<file path="src/rtl/imem_loader.sv">
// imem_loader: the writer side of the instruction-memory interface.
// It receives a framed byte stream: LEN_HI, LEN_LO, 4*N data bytes (each word
// MSB first), then a CSUM byte. It assembles big-endian words and writes them
// to consecutive word addresses. The processor is held off until the whole
// image has been written and its checksum matches.
module imem_loader #(
  parameter int ADDR_W = 10
) (
  input  logic              CLK,
  input  logic              RST_N,
  input  logic              start,
  input  logic [7:0]        in_data,
  input  logic              in_valid,
  output logic              in_ready,
  output logic              imem_we,
  output logic [ADDR_W-1:0] imem_addr,
  output logic [31:0]       imem_wdata,
  output logic              cpu_hold,
  output logic              done,
  output logic              err,
  output logic [15:0]       words_written
);

  localparam logic [2:0] S_IDLE   = 3'd0;
  localparam logic [2:0] S_LEN_HI = 3'd1;
  localparam logic [2:0] S_LEN_LO = 3'd2;
  localparam logic [2:0] S_DATA   = 3'd3;
  localparam logic [2:0] S_CSUM   = 3'd4;
  localparam logic [2:0] S_DONE   = 3'd5;
  localparam logic [2:0] S_ERR    = 3'd6;

  // Capacity in words. The length field is compared against it at 17 bits, so
  // that N == 2^16 - 1 still compares correctly when ADDR_W is 16.
  localparam logic [16:0] CAPACITY = 17'd1 << ADDR_W;

  logic [2:0]        state_q, state_d;
  logic [15:0]       len_q, len_d;           // word count N from the header
  logic [7:0]        xor_q, xor_d;           // running XOR of the frame bytes
  logic [1:0]        idx_q, idx_d;           // byte index within the current word
  logic [15:0]       word_cnt_q, word_cnt_d; // words fully received so far
  logic [23:0]       asm_q, asm_d;           // the first three bytes of the current word
  logic              we_q, we_d;
  logic [ADDR_W-1:0] addr_q, addr_d;
  logic [31:0]       wdata_q, wdata_d;
  logic [15:0]       ww_q, ww_d;
  logic              hold_q, hold_d;
  logic              done_q, done_d;
  logic              err_q, err_d;

  logic              accept;
  logic [15:0]       n_len;

  // Handshake: the block is ready in the four receive states and in no other.
  always_comb begin
    in_ready = (state_q == S_LEN_HI) || (state_q == S_LEN_LO) ||
               (state_q == S_DATA)   || (state_q == S_CSUM);
    accept   = in_valid && in_ready;
  end

  // Next-state logic for the frame FSM, the word assembler and the write port.
  always_comb begin
    // NOTE: every _d gets its hold value before the case. Each branch then only
    // changes what it needs, and no path can leave a signal unassigned, which
    // would infer a latch.
    state_d    = state_q;
    len_d      = len_q;
    xor_d      = xor_q;
    idx_d      = idx_q;
    word_cnt_d = word_cnt_q;
    asm_d      = asm_q;
    we_d       = 1'b0;             // the write strobe lasts one cycle unless it is set again
    addr_d     = addr_q;
    wdata_d    = wdata_q;
    ww_d       = ww_q;
    hold_d     = hold_q;
    done_d     = done_q;
    err_d      = err_q;
    n_len      = {len_q[15:8], in_data};

    // Retire the write issued in the previous cycle. The address wraps
    // naturally at 2^ADDR_W.
    if (we_q) begin
      addr_d = addr_q + ADDR_W'(1);
      ww_d   = ww_q + 16'd1;
    end

    case (state_q)
      S_IDLE, S_DONE, S_ERR: begin
        if (start) begin
          state_d    = S_LEN_HI;
          xor_d      = 8'h00;
          idx_d      = 2'd0;
          word_cnt_d = 16'd0;
          addr_d     = '0;
          ww_d       = 16'd0;
          hold_d     = 1'b1;
          done_d     = 1'b0;
          err_d      = 1'b0;
        end
      end
      S_LEN_HI: begin
        if (accept) begin
          len_d   = {in_data, len_q[7:0]};
          xor_d   = xor_q ^ in_data;
          state_d = S_LEN_LO;
        end
      end
      S_LEN_LO: begin
        if (accept) begin
          len_d = n_len;
          xor_d = xor_q ^ in_data;
          if ({1'b0, n_len} > CAPACITY) begin
            state_d = S_ERR;
            err_d   = 1'b1;
          end else if (n_len == 16'd0) begin
            state_d = S_CSUM;
          end else begin
            state_d = S_DATA;
          end
        end
      end
      S_DATA: begin
        if (accept) begin
          xor_d = xor_q ^ in_data;
          asm_d = {asm_q[15:0], in_data};
          idx_d = idx_q + 2'd1;
          if (idx_q == 2'd3) begin
            // The word is complete: launch its write for the next cycle at the
            // current address.
            we_d       = 1'b1;
            wdata_d    = {asm_q, in_data};
            word_cnt_d = word_cnt_q + 16'd1;
            if (word_cnt_q + 16'd1 == len_q) begin
              state_d = S_CSUM;
            end
          end
        end
      end
      S_CSUM: begin
        if (accept) begin
          if (in_data == xor_q) begin
            state_d = S_DONE;
            done_d  = 1'b1;
            hold_d  = 1'b0;
          end else begin
            state_d = S_ERR;
            err_d   = 1'b1;
          end
        end
      end
      default: begin
        state_d = S_IDLE;
      end
    endcase
  end

  // State registers. An asynchronous reset drops any pending write at once.
  always_ff @(posedge CLK or negedge RST_N) begin
    // NOTE: sequential state uses non-blocking assignments. All registers then
    // update together from the values before the edge, with no ordering races.
    if (!RST_N) begin
      state_q    <= S_IDLE;
      len_q      <= 16'd0;
      xor_q      <= 8'h00;
      idx_q      <= 2'd0;
      word_cnt_q <= 16'd0;
      asm_q      <= 24'd0;
      we_q       <= 1'b0;
      addr_q     <= '0;
      wdata_q    <= 32'd0;
      ww_q       <= 16'd0;
      hold_q     <= 1'b1;
      done_q     <= 1'b0;
      err_q      <= 1'b0;
    end else begin
      state_q    <= state_d;
      len_q      <= len_d;
      xor_q      <= xor_d;
      idx_q      <= idx_d;
      word_cnt_q <= word_cnt_d;
      asm_q      <= asm_d;
      we_q       <= we_d;
      addr_q     <= addr_d;
      wdata_q    <= wdata_d;
      ww_q       <= ww_d;
      hold_q     <= hold_d;
      done_q     <= done_d;
      err_q      <= err_d;
    end
  end

  assign imem_we       = we_q;
  assign imem_addr     = addr_q;
  assign imem_wdata    = wdata_q;
  assign cpu_hold      = hold_q;
  assign done          = done_q;
  assign err           = err_q;
  assign words_written = ww_q;

endmodule

</file>
<file path="config.mk">
export PLATFORM = sky130hd
export DESIGN_NAME = imem_loader
export DESIGN_NICKNAME = d
export VERILOG_FILES = /design/src/rtl/imem_loader.sv
export SDC_FILE = /design/constraint.sdc
export NUM_CORES = 1
export LEC_CHECK = 0
export ABC_AREA = 1
export CAP_MARGIN = 20
export CORE_MARGIN = 2
export CORE_UTILIZATION = 48
export CTS_CLUSTER_DIAMETER = 60
export DETAILED_ROUTE_END_ITERATION = 12
export DONT_BUFFER_PORTS = 1
export PLACE_DENSITY = 0.68
export SYNTH_ARGS = -nofsm -noshare
export SYNTH_HDL_FRONTEND = slang
export SYNTH_SLANG_ARGS = --single-unit
export TNS_END_PERCENT = 100
</file>
<file path="constraint.sdc">
create_clock -name CLK -period 4.3 [get_ports CLK]
set_input_delay 0.86 -clock CLK [delete_from_list [all_inputs] [get_ports CLK]]
set_output_delay 0.86 -clock CLK [all_outputs]
set_load 0.02 [all_outputs]
</file>
==> flow_metrics.py, run 1 <==
metrics = {
    "grt": {
        "overflow": 0,
        "grt_max_degree": 132,
        "antenna_found_initial": 0,
        "grt_pass1_vias": 4776,
        "grt_usage_pct": 21.17,
        "grt_pass1_wl_mm": 23.48,
    },
    "critical_path": {
        "cp.required_ns": 3.44,
        "arrival_ns": 1.67,
        "start_kind": "flop",
        "cp_max_fo": 10,
        "end_kind": "output pin",
        "critical_path_class": "flop to output pin",
    },
    "place": {
        "place_inst": 910,
        "pre_cts_ws_ns": 1.543,
        "dpl.hpwl_mm": 9.527,
        "gp_congestion": 0.9261,
        "io_buffers": 0,
    },
    "floorplan": {
        "die_w_um": 117.9,
        "num_rows": 41,
        "core_area_mm2": 0.01267,
        "die_height_um": 117.9,
        "design.die.area_mm2": 0.01391,
        "start_util_pct": 49.17,
        "io_pins": 75,
    },
    "final_layout": {
        "final_util_pct": 55.09,
        "num_antenna_cells": 0,
        "final_cell_count_no_fill": 942,
        "fill_cells": 1154,
        "layout-drive-gt1-share_pct": 6.883,
        "regArea_mm2": 0.003279,
        "syn2layout_area_growth_pct": 12.05,
        "nets": 774,
        "multiInputGateArea_mm2": 0.002476,
    },
    "timing": {
        "tns_ns": 0,
        "timing.hold.ws_ns": 0.1302,
        "relSlewSlack_pct": 37.03,
        "slew_viol_final": 0,
        "grt_setup_unrepaired": "no",
        "hold_viol": 0,
        "setup_viol": 0,
        "fmax_mhz": 394.6,
        "finalCritPeriodShare_pct": 58.93,
        "setup_ws_ns": 1.766,
        "min_period_ns": 2.534,
        "tightestPinTransition_ns": 0.9405,
        "skew_ns": 0.004840,
    },
    "synthesis": {
        "async_reset_ff_share_pct": 100.0,
        "syn_area_per_cell_um2": 8.229,
        "synth.most_common_cell": "nand2_1",
        "syn-num-nets": 773,
        "ys_warn_count": 0,
        "synth_seq_cells": 131,
        "synth_cell_types": 36,
        "ys_top_cells_by_count": "nand2_1, dfrtp_1, inv_1",
        "ys_seq_area_share_pct": 52.64,
        "ys.flop_type": "dfrtp_1",
        "synthesis.area_mm2": 0.006230,
        "synth_top_area_share_pct": 52.22,
        "syn_inst": 757,
        "synthTopCellsByArea": "dfrtp_1, nand2_1, o21ai_0, inv_1, nand3_1",
        "synth_edf_count": 0,
        "synth_area_leader_cell": "dfrtp_1",
    },
    "cts": {
        "hold_buffers": 0,
        "ctsRootBufferMaster": "clkbuf_16",
        "cts.sinks": 131,
        "cts_post_setup_buffers_inserted": 0,
        "ctsResizeCount": 0,
        "clk_path_buf_depth": 2,
        "tritoncts": "built",
        "clk_pin_slew_worst_paths_ns": 0.05,
        "cts.htree.levels": 4,
        "worstSkewPairLatency_ns": 0.43,
        "numCtsBuffers": 17,
    },
    "drt": {
        "highest_layer": "met4",
        "drc": 0,
        "vias": 4984,
        "drtAntennaViolNets": 0,
        "vias_per_cell": 5.291,
        "wire_per_inst_um": 14.94,
        "dr.pass1.iters": 4,
        "drt_wl_total_mm": 14.08,
        "wl_met1_mm": 6.369,
        "wl_met3_um": 925,
        "drtIter0Drc": 337,
        "met2_length_mm": 6.503,
    },
    "power": {
        "p_seq_share_pct": 41.8,
        "p_int_uw": 2727,
        "irDropWorstVdd_mv": 0.2986,
        "sw_frac_of_total_pct": 32.47,
        "powerDensity_mw_per_mm2": 578.5,
        "switchingPower_uw": 1311,
        "power_frac_clock_pct": 36.7,
        "p_leak_uw": 0.003223,
        "p_comb_share_pct": 21.5,
    },
    "status": {
        "status": "completed",
    },
    "flow_run": {
        "maxCapViolCount": 0,
    },
    "hold_path": {
        "hold_path.class": "input pin to asynchronous set/reset pin",
    },
}
## final timing paths
kind	from	end	slack, ns	cells past startpoint
hold reg to reg	asm_q[8]	asm_q[16]	0.49	2
min in group CLK	asm_q[8]	asm_q[16]	0.49	2
setup / recovery	state_q[2]	in_ready	1.77	3
hold / removal	RST_N	imem_wdata[27]	0.13	0
max in group asynchronous	RST_N	cpu_hold	3.95	0
setup reg to reg	state_q[2]	xor_q[7]	2.00	6
## state kept, by name, summed over array words and instances (netlist names)
name / flops
asm_q: 24
cpu_hold: 1
done: 1
err: 1
idx_q: 2
imem_addr: 10
imem_wdata: 32
imem_we: 1
len_q: 16
state_q: 3
word_cnt_q: 16
words_written: 16
xor_q: 8
## per-stage QoR
stage,instance area [um^2],total power (uW)
2_1_floorplan,6230,2346
3_3_place_gp,6357,2538
3_5_place_dp,6357,2567
4_1_cts,6960,4057
5_1_grt,6980,4292
6_report,6980,4038
## power by group through the flow
stage	Sequential, uW	Clock (uW)	Combinational, uW
finish	1690	1480	868
CTS	1690	1500	872
floorplan	1650	0	697
global route	1710	1570	1010
detailed placement	1710	0	862
global placement	1700	0	843
## cell type report
class | count | share of cell area [%]
Sequential cell | 131 | 46.98
Tap cell | 172 | 3.083
Multi-Input combinational cell | 505 | 35.47
Clock inverter | 8 | 1.792
Timing Repair Buffer | 2 | 0.3943
Clock buffer | 23 | 6.847
Inverter | 101 | 5.431
## cells in the final DEF, fill, tap and decap left out, drive strengths merged, types with 9 or more instances in the layout
| cell type | count |
|---|---|
| nand2 | 201 |
| dfrtp | 130 |
| o21ai | 101 |
| inv | 100 |
| nor2 | 61 |
| nand3 | 52 |
| clkbuf | 23 |
| nand4 | 17 |
| a21oi | 14 |
| o22ai | 10 |
| xor2 | 9 |
| xnor2 | 9 |
## logic make-up (layout without fill, tap and decap cells)
group | Yosys count | in the layout | share of synthesized area [%]
compound gates | 135 | 135 | 11.51
fa+ha+maj | 4 | 4 | 0.8034
simple gates | 347 | 347 | 24.52
xor+xnor | 19 | 19 | 2.912
flops | 131 | 131 | 52.64
buf+inv | 121 | 134 | 7.612
## critical path: stages, from the launching register on
cell	delay, ns
dfrtp_1	0.45
nor2_1	0.21
clkinv_1	0.30
nand2_1	0.29
## per-layer routing
layer  up-vias  GRT usage, %
li1       2453             -
met5         -             0
met2       151         31.87
met3        27         7.219
met4         0         9.111
met1      2353         27.89
Power figures use the tool's default switching activity.
==> run 2, diff against run 1 <==
PLACE_DENSITY = 0.7   (was 0.68)
clock period = 2.1 ns   (was 4.3 ns; I/O delays follow)
==> run 2 against run 1 <==
  * The run now ends with negative hold slack left
  * Cell area up 3.4%
  * Combinational power grew 110%
  * Die area stayed put
  * Clock power up 120%
  * Power rose by 110%
  * Via count increased by 3.2%
  * Non-clock buffer count grew 18
  * Hold slack lost 0.44 ns
  * Critical endpoint is now state_q[0]
==> flow_metrics.py, run 2 (synthesis gave the netlist of run 1 again) <==
metrics = {
    "timing": {
        "slew_viol_final": 0,
        "grt_setup_unrepaired": "yes",
        "relSlewSlack_pct": 68.69,
        "finalCritPeriodShare_pct": 97.32,
        "min_period_ns": 2.044,
        "setup_ws_ns": 0.05636,
        "hold_viol": 131,
        "fmax_mhz": 489.3,
        "timing.hold.ws_ns": -0.3066,
        "setup_viol": 0,
        "tightestPinTransition_ns": 0.4686,
        "skew_ns": 0.008346,
    },
    "grt": {
        "grt_pass1_wl_mm": 24.03,
        "overflow": 0,
        "antenna_found_initial": 0,
        "grt_max_degree": 132,
        "grt_pass1_vias": 4893,
        "grt_usage_pct": 21.54,
    },
    "drt": {
        "drt_wl_total_mm": 14.56,
        "drtIter0Drc": 377,
        "drc": 0,
        "drtAntennaViolNets": 0,
        "wire_per_inst_um": 15.15,
        "vias": 5141,
        "vias_per_cell": 5.350,
        "dr.pass1.iters": 5,
    },
    "floorplan": {
        "num_rows": 41,
        "die_height_um": 117.9,
        "io_pins": 75,
        "design.die.area_mm2": 0.01391,
        "core_area_mm2": 0.01267,
        "start_util_pct": 49.17,
        "die_w_um": 117.9,
    },
    "final_layout": {
        "nets": 792,
        "final_common_cell": "nand2_1",
        "final_util_pct": 56.94,
        "num_antenna_cells": 0,
        "largest_register_ffs": 32,
        "syn2layout_area_growth_pct": 15.81,
        "layout-drive-gt1-share_pct": 11.28,
        "mostFrequentLayoutCells": "nand2_1, dfrtp_1, inv_1",
    },
    "cts": {
        "worstSkewPairLatency_ns": 0.42,
        "numCtsBuffers": 17,
        "clk_pin_slew_worst_paths_ns": 0.06,
        "cts.htree.levels": 4,
        "ctsRootBufferMaster": "clkbuf_16",
        "cts.sinks": 131,
        "tritoncts": "built",
        "clk_path_buf_depth": 2,
    },
    "critical_path": {
        "end_kind": "flop",
        "reg2reg_depth": 14,
        "ff2ff_setup_slack_ns": 0.06,
        "cp_top_family": "simple AND/OR/NAND/NOR gates",
        "reg2reg_to": "state_q[0]",
        "arrival_ns": 2.35,
        "cp.required_ns": 2.40,
        "worstPathCellList": "ha_4, or2_2, nand3b_1, nand2_1, nor2_1, nand2_1, nor2_1, nand2_1, nor2_1, nand2_1, nand2_2, nand2_2, nand2_1, nand2_1",
        "slowest_delay_ns": 0.45,
        "cp_max_fo": 6,
        "crit_slowest_cell": "dfrtp_2",
        "r2r-start": "word_cnt_q[0]",
        "crit_path_frequent_cell": "nand2_1",
        "critical_path_class": "flop to flop",
        "start_kind": "flop",
        "cp_num_buf_inv": 0,
    },
    "status": {
        "violations": "negative hold slack",
        "status": "finished with violations",
    },
    "hold_path": {
        "hold_path.class": "input pin to asynchronous set/reset pin",
    },
    "place": {
        "dpl.hpwl_mm": 9.953,
        "io_buffers": 0,
        "pre_cts_ws_ns": 0.03095,
        "gp_congestion": 0.8945,
    },
    "flow_run": {
        "maxCapViolCount": 0,
    },
    "power": {
        "powerDensity_mw_per_mm2": 1183,
        "p_leak_uw": 0.003350,
        "irDropWorstVdd_mv": 0.8314,
    },
}
## run 2: changes by cell type in the layout (fill, tap and decap cells not counted), moves of 3 or more
| cell | previous run | this run |
|---|---|---|
| buf_4 | 1 | 20 |
| inv_6 | 1 | 5 |
| nor2_1 | 53 | 49 |
| clkbuf_1 | 3 | 0 |
| clkbuf_8 | 3 | 0 |
| dfrtp_1 | 130 | 127 |
| dfrtp_2 | 0 | 3 |
| nor2_2 | 0 | 3 |
## run 2: where the power goes
| part | leakage (uW) | total [uW] | switching (uW) | internal, uW |
|---|---|---|---|---|
| Sequential | 0.00168 | 3470 | 422 | 3050 |
| Combinational | 0.00136 | 1850 | 1230 | 626 |
| Clock | 0.000309 | 3210 | 1190 | 2020 |
| Total | 0.00335 | 8540 | 2840 | 5700 |
## run 2: worst reg2reg max path, delay by kind of cell, from the launching register on
| kind | cells | cell delay [ns] |
|---|---|---|
| simple gates | 13 | 1.28 |
| flops | 1 | 0.45 |
| fa+ha+maj | 1 | 0.19 |
## run 2: worst max-delay path by stage
stage	to	depth (start not counted)	startpoint
after floorplan	words_written[14]	10	words_written[0]
after global placement	state_q[2]	14	word_cnt_q[0]
after detailed placement	state_q[2]	16	word_cnt_q[0]
after CTS	state_q[2]	16	word_cnt_q[0]
after global routing	state_q[2]	14	word_cnt_q[0]
final	state_q[0]	14	word_cnt_q[0]
## run 2: stage by stage
step | TNS [ns] | hold slack, ns | power, uW | std cells | instance area [um^2]
2_1_floorplan | 0 | 0.1244 | 4804 | 757 | 6230
3_3_place_gp | 0 | 0.1306 | 5243 | 921 | 6440
3_5_place_dp | 0 | 0.1307 | 5314 | 921 | 6440
4_1_cts | 0 | -0.3189 | 8553 | 953 | 7084
5_1_grt | -0.2209 | -0.3235 | 9010 | 961 | 7214
6_report | 0 | -0.3066 | 8535 | 961 | 7214
## run 2: routing by layer
layer / GRT usage (%) / part of all wire, % / vias up
met5: 0 / 0 / -
met4: 9.864 / 1.8 / 0
met3: 5.233 / 6.4 / 22
met2: 32.89 / 47 / 164
met1: 29.14 / 45 / 2459
li1: - / - / 2496
## run 2: repair_timing
action,CTS,global route
endpoints found under the setup margin,0,6
endpoints found under the hold margin,131,131
setup buffers,0,8
gates resized for setup,0,19
## run 2: layout make-up
cell class                      instances  area, um^2
Clock inverter                         15       219.0
Clock buffer                           17       425.4
Tap cell                              172       215.2
Inverter                              101       379.1
Timing Repair Buffer                   20       150.1
Fill cell                            1119        5456
Sequential cell                       131        3283
Multi-Input combinational cell        505        2542
